<file path="config.mk">
export PLATFORM = sky130hd
export DESIGN_NAME = program_loader
export DESIGN_NICKNAME = d
export VERILOG_FILES = /design/src/rtl/program_loader.sv
export SDC_FILE = /design/constraint.sdc
export NUM_CORES = 1
export LEC_CHECK = 0
export CAP_MARGIN = 5
export CORE_MARGIN = 2
export CORE_UTILIZATION = 38
export DETAILED_ROUTE_END_ITERATION = 12
export SLEW_MARGIN = 0
export SYNTH_ARGS = -nofsm -noshare
export SYNTH_HDL_FRONTEND = slang
export SYNTH_SLANG_ARGS = --single-unit
</file>
<file path="constraint.sdc">
create_clock -name clk -period 2.87 [get_ports clk]
set_input_delay 0.287 -clock clk [delete_from_list [all_inputs] [get_ports clk]]
set_output_delay 0.287 -clock clk [all_outputs]
set_load 0.02 [all_outputs]
</file>
<file path="src/rtl/program_loader.sv">
// -----------------------------------------------------------------------------
// program_loader
//
// Receives a program image as a byte stream and writes it into code memory,
// holding the core in reset until a complete image with a matching checksum
// has been stored.
//
// Stream format: LEN_HI, LEN_LO (16-bit word count N), then 4*N data bytes
// (big-endian words), then one checksum byte equal to the XOR of all data
// bytes. The length bytes are not part of the checksum.
//
// Parameters
//   DEPTH      maximum number of 32-bit words code memory accepts
//   BASE_ADDR  byte address of the first word written
//
// Ports
//   clk         sole clock, rising edge
//   rst         asynchronous, active-low reset
//   start       single-cycle request to begin a load (IDLE/DONE/ERROR only)
//   rx_valid    rx_data holds a valid byte
//   rx_data     incoming byte
//   rx_ready    loader accepts a byte this cycle
//   imem_we     code-memory write strobe, one cycle per word
//   imem_addr   code-memory byte address
//   imem_wdata  assembled instruction word
//   core_rst_n  active-low core reset, released only in DONE
//   done        load completed with checksum match
//   err         load aborted (oversize or checksum mismatch)
// -----------------------------------------------------------------------------
module program_loader #(
    parameter int          DEPTH     = 256,
    parameter logic [31:0] BASE_ADDR = 32'h0000_0000
) (
    input  logic        clk,
    input  logic        rst,
    input  logic        start,
    input  logic        rx_valid,
    input  logic [7:0]  rx_data,
    output logic        rx_ready,
    output logic        imem_we,
    output logic [31:0] imem_addr,
    output logic [31:0] imem_wdata,
    output logic        core_rst_n,
    output logic        done,
    output logic        err
);

    typedef enum logic [2:0] {
        IDLE,
        LEN_HI,
        LEN_LO,
        DATA,
        WRITE,
        CSUM,
        DONE,
        ERROR
    } state_t;

    localparam logic [31:0] DEPTH_W = 32'(DEPTH);

    state_t      state_reg,    state_next;
    logic [15:0] len_reg,      len_next;
    logic [15:0] word_cnt_reg, word_cnt_next;
    logic [1:0]  byte_cnt_reg, byte_cnt_next;
    logic [7:0]  csum_reg,     csum_next;
    logic [31:0] addr_reg,     addr_next;
    logic [31:0] wdata_reg,    wdata_next;

    logic        accept;
    logic [15:0] len_full;

    // Full word count as it will be once the LEN_LO byte is taken.
    assign len_full = {len_reg[15:8], rx_data};
    assign accept   = rx_valid & rx_ready;

    always_ff @(posedge clk or negedge rst) begin
        if (!rst) begin
            state_reg    <= IDLE;
            len_reg      <= 16'd0;
            word_cnt_reg <= 16'd0;
            byte_cnt_reg <= 2'd0;
            csum_reg     <= 8'd0;
            addr_reg     <= BASE_ADDR;
            wdata_reg    <= 32'd0;
        end else begin
            state_reg    <= state_next;
            len_reg      <= len_next;
            word_cnt_reg <= word_cnt_next;
            byte_cnt_reg <= byte_cnt_next;
            csum_reg     <= csum_next;
            addr_reg     <= addr_next;
            wdata_reg    <= wdata_next;
        end
    end

    always_comb begin
        state_next    = state_reg;
        len_next      = len_reg;
        word_cnt_next = word_cnt_reg;
        byte_cnt_next = byte_cnt_reg;
        csum_next     = csum_reg;
        addr_next     = addr_reg;
        wdata_next    = wdata_reg;

        rx_ready   = 1'b0;
        imem_we    = 1'b0;
        core_rst_n = 1'b0;
        done       = 1'b0;
        err        = 1'b0;

        case (state_reg)
            IDLE, DONE, ERROR: begin
                done       = (state_reg == DONE);
                err        = (state_reg == ERROR);
                core_rst_n = (state_reg == DONE);
                if (start) begin
                    state_next    = LEN_HI;
                    len_next      = 16'd0;
                    word_cnt_next = 16'd0;
                    byte_cnt_next = 2'd0;
                    csum_next     = 8'd0;
                    addr_next     = BASE_ADDR;
                end
            end
            LEN_HI: begin
                rx_ready = 1'b1;
                if (accept) begin
                    len_next   = {rx_data, 8'd0};
                    state_next = LEN_LO;
                end
            end
            LEN_LO: begin
                rx_ready = 1'b1;
                if (accept) begin
                    len_next = len_full;
                    if ({16'd0, len_full} > DEPTH_W) begin
                        state_next = ERROR;
                    end else if (len_full == 16'd0) begin
                        state_next = CSUM;
                    end else begin
                        state_next = DATA;
                    end
                end
            end
            DATA: begin
                rx_ready = 1'b1;
                if (accept) begin
                    // Shift in so the first byte ends up in bits [31:24].
                    wdata_next    = {wdata_reg[23:0], rx_data};
                    csum_next     = csum_reg ^ rx_data;
                    byte_cnt_next = byte_cnt_reg + 2'd1;
                    if (byte_cnt_reg == 2'd3) begin
                        state_next = WRITE;
                    end
                end
            end
            WRITE: begin
                // Address and data are registers, so they stay stable for
                // the whole strobe cycle and only advance afterwards.
                imem_we       = 1'b1;
                addr_next     = addr_reg + 32'd4;
                word_cnt_next = word_cnt_reg + 16'd1;
                if (word_cnt_reg + 16'd1 == len_reg) begin
                    state_next = CSUM;
                end else begin
                    state_next = DATA;
                end
            end
            CSUM: begin
                rx_ready = 1'b1;
                if (accept) begin
                    state_next = (rx_data == csum_reg) ? DONE : ERROR;
                end
            end
            default: begin
                state_next = IDLE;
            end
        endcase
    end

    assign imem_addr  = addr_reg;
    assign imem_wdata = wdata_reg;

endmodule

</file>
# Word-level counts from Yosys, hierarchy flattened
# Cells that the tools add are included.
# W data, S select, Z words.
# totals
reg_bits	109
latch_bits	0
ram_bits	0
rom_bits	0
input_bits	12
out_inout_bits	69
elab_cells	73
memories	0
# op_classes
n_addsub	3
mul	0
div	0
order_cmp	1
eq_ne	16
shifts	0
mux	28
bitwise_logic	3
n_reduce_logical	14
# ops
operator	n
$pmux W32 S2	1
$pmux W16 S3	1
$add A32 B3 Y32 const B	1
$mux W16	2
$mux W32	1
$pmux W16 S2	1
$mux W3	9
$mux W8	3
$pmux W3 S6	1
$add A16 B1 Y16 const B	1
$eq A16 B16 Y1	1
$gt A16 B9 Y1 const B	1
$logic_not A16 Y1	1
$pmux W8 S2	1
$eq A3 B3 Y1 const B	4
$ne A2 B2 Y1 const B	6
$eq A8 B8 Y1	1
$reduce_and A4 Y1	2
$xor A8 B8 Y8	1
$eq A3 B2 Y1 const B	2
$reduce_and A6 Y1	1
$reduce_bool A2 Y1	3
$mux W1	5
$mux W2	2
other kinds (12)	13

# Depth between registers and ports, before layout
# logic_depth
depth_word	6
depth_mapped	8
mapped_depth_nobuf	8

# Worst setup path after synthesis
# No wires, ideal clock.
# synth_path
path_kind	register to register
start	reg word_cnt_reg[1]
end	reg state_reg[1]
setup_time_ns	0.124
arrival_time_ns	2.280
required_ns	2.746
path_slack_ns	0.466
path_stages_with_launch	7
path_buffers	0
period_less_slack_ns	2.404
path_cell_list	dfrtp_1 ha_1 nand2_1 or4_4 a211o_1 or4_4 o31a_1
# synth_between
elab_chain_cells	4
# synth_lines
element	line	source
from (decl)	63	logic [15:0] word_cnt_reg, word_cnt_next;
from (signal assigned)	88	word_cnt_reg <= word_cnt_next;
$add A16 B1 Y16	163	if (word_cnt_reg + 16'd1 == len_reg) begin
$eq A16 B16 Y1	163	
$mux W3	163	
$pmux W3 S6	111	case (state_reg)
to (signal assigned)	86	state_reg <= state_next;
to (decl)	61	state_t state_reg, state_next;
# Every way passes these cells.
# A chain may end at the register's enable or synchronous reset.

# Worst setup path after layout
# layout_path
start	reg word_cnt_reg[0]
end	reg state_reg[1]
# The elaborated chain is that of the path after synthesis.

==> metrics.md <==
| Metric | Value |
|---|---|
| Yosys reg bits | `107` |
| PortBufs | `78` |
| Detail Route Antenna Nets | `0` |
| Max-cap violation count | `0` |
| Unique masters post-synth | `53` |
| # diodes | `0` |
| Classification of the worst setup path | `reg2reg` |
| CTS buffer count | `9` |
| Startpoint class of the critical path | `flip-flop` |
| TritonCTS clock tree | `done` |
| Total Routing Usage GR | `19.7%` |
| Synthesized area | `5460 um2` |
| DP Wirelength | `9700 um` |
| Die H | `124 um` |
| Yosys warns | `0` |
| Clk_lat worst skew | `0.35 ns` |
| 1st-iter DRT viols | `440` |
| Initial core utilization | `39.1%` |
| Logic gate share of total power | `41.8%` |
| Share of post-route cells with drive strength above 1 | `6.05%` |
| Reg-to-reg startpoint | `word_cnt_reg[0]` |
| Slew margin rel. | `41.0%` |
| Overall Power | `5970 uW` |
| Max reg flops | `32` |
| Flop pwr share | `38.7%` |
| Hold_sp | `imem_wdata[30]` |
| Area grow syn2layout | `23.3%` |
| Clock H-tree levels | `3` |
| Cell internal pwr | `3590 uW` |
| Ranking of synthesized cells by area | `dfrtp_1, nand2_1, o21ai_0, nand3_1, xnor2_1` |
| Clock sink count | `107` |
| Peak Freq | `379 MHz` |
| CTS Root Cell | `clkbuf_16` |
| Clock buffer depth | `2` |
| Worst reg2reg setup slack | `0.23 ns` |
| Crit Reg-Reg Endpoint | `state_reg[1]` |
| Worst hold-check path type | `reg2reg` |
| Final setup TNS | `0 ns` |
| Commonest non-fill, non-tap cell in the layout | `nand2_1` |
| Final worst-path cycle share | `91.9%` |
| Die W | `124 um` |
| Final worst path period need | `2.64 ns` |
| # rows | `43` |
| Routed WL | `14100 um` |
| Largest net degree at the start of global routing | `60` |
| GPL Wtd Cong | `0.912` |
| Via Count | `4734` |
| First-pass GRT wire length | `23600 um` |
| DIE AREA | `15400 um2` |
| CTS resizes | `0` |
| Final Hold Fails | `0` |
| Post-Syn Area per Cell | `8.69 um2` |
| Most frequent cells in the layout | `nand2_1, dfrtp_1, o21ai_0` |
| Pwr Density | `887 nW/um2` |
| Top Ports | `81` |
| Critical Path AT | `2.88 ns` |
| Vias per std cell | `5.31` |
| Asr flop ratio synth | `100%` |
| Clk pwr share | `19.5%` |
| Final nets | `724` |
| Seq/Total Area, Yosys | `49.0%` |
| Total gr overflow | `0` |
| DRC violations left | `0` |
| Leakage | `0.00298 uW` |
| WP data required | `3.11 ns` |
| Worst Hold Depth | `2` |
| R2r worst-path depth | `6` |
| Drt pass-1 iters | `4` |
| WHS Endpoint | `imem_wdata[30]` |
| P_sw | `2380 uW` |
| Syn Inst Count | `629` |
| Count of pins over their slew limit | `0` |
| DR WL/cell | `15.8 um` |
| Worst clock skew | `0.00837 ns` |
| Initial antenna violation count | `0` |
| Synth area leader | `dfrtp_1` |
| Critical Path End Type | `flip-flop` |
| Outcome | `finished clean` |
| Core area | `14000 um2` |
| Hold_buf cts | `1` |
| Area share of the largest cell type after synthesis | `49.0%` |
| RSZ-0062 raised after global routing | `no` |
| Worst vdd ir | `446 uV` |
| Post-CTS Setup Bufs | `0` |
| Number of synthesized flops with an enable pin | `0` |
| Crit path max fanout | `9` |
| Setup violations, final | `0` |
| Vias in the first global route | `4695` |
| Clk pin slew, worst setup/hold paths | `0.07 ns` |
| Main flop type after synthesis | `dfrtp_1` |
| Slew @ Worst Pin | `0.879 ns` |
| Sw frac | `39.9%` |
power by group through the flow:
stage | clock (uW) | combinational (uW) | sequential, uW
6_report | 1160 | 2500 | 2310
5_1_grt | 1270 | 2770 | 2370
4_1_cts | 1200 | 2510 | 2310
3_5_place_dp | 0 | 2490 | 2330
3_3_place_gp | 0 | 2470 | 2310
2_1_floorplan | 0 | 1410 | 2450
area by class of cell:
class | instances | area (um2)
Multi-Input combinational cell | 474 | 2550
Clock buffer | 11 | 253
Sequential cell | 107 | 2680
Timing Repair Buffer | 97 | 936
Fill cell | 1323 | 7250
Tap cell | 180 | 225
Inverter | 20 | 75.1
Clock inverter | 2 | 13.8
synth_stat cells (all sizes together) (2+ instances only):
| cell type | n |
|---|---|
| and4 | 5 |
| mux2i | 7 |
| clkbuf | 23 |
| a31oi | 6 |
| nand2 | 140 |
| dfrtp | 107 |
| a211oi | 2 |
| xnor2 | 25 |
| o41ai | 4 |
| and3 | 9 |
| nand3 | 49 |
| nor3 | 14 |
| o211ai | 2 |
| o21ai | 92 |
| buf | 6 |
| nor4 | 2 |
| ha | 3 |
| inv | 20 |
| a21oi | 11 |
| nor3b | 2 |
| o31ai | 9 |
| nor2 | 41 |
| or4 | 4 |
| xor2 | 8 |
| and2 | 7 |
| nand4 | 15 |
how the worst max path moves through the flow:
| stage | to | cells after the start | start |
|---|---|---|---|
| floorplan | state_reg[1] | 6 | word_cnt_reg[1] |
| global placement | state_reg[1] | 6 | word_cnt_reg[0] |
| detailed placement | state_reg[1] | 6 | word_cnt_reg[0] |
| CTS | state_reg[1] | 6 | word_cnt_reg[0] |
| global route | state_reg[2] | 6 | word_cnt_reg[0] |
| finish | state_reg[1] | 6 | word_cnt_reg[0] |
cells by family after synthesis:
family,count (synthesis),share of synthesized area [%]
buf+inv,49,4.42
compound gates,136,14.3
flops,107,49.0
other cells,1,0.0686
simple gates,293,25.0
xor+xnor,33,5.29
fa+ha+maj,3,0.687
mux,7,1.28
critical path: stages, from the launching register on:
cell and delay (ns):
dfrtp_1 0.49, ha_1 0.34, nand2_1 0.17, or4_4 0.46
a211o_1 0.27, or4_4 0.53, o31a_1 0.28
routing by layer:
metal | vias to the layer above | wire, um | global-route usage (%)
li1 | 2330 | - | -
met1 | 2282 | 6970 | 29.1
met2 | 104 | 6290 | 28.6
met3 | 18 | 558 | 4.08
met4 | 0 | 260 | 6.81
met5 | - | 0 | 0
stage by stage:
stage | setup slack, ns | utilization (%) | hold WS [ns] | instances | cell area [um2]
after global placement | 0.316 | 46.2 | 0.362 | 877 | 6460
final | 0.232 | 48.1 | 0.476 | 891 | 6740
after detailed placement | 0.258 | 46.2 | 0.375 | 877 | 6460
after global routing | 0.115 | 48.1 | 0.510 | 891 | 6740
after floorplan | 0.466 | - | -0.00859 | 630 | 5470
after CTS | 0.244 | 48.1 | 0.480 | 891 | 6740
Power figures use the tool's default switching activity.
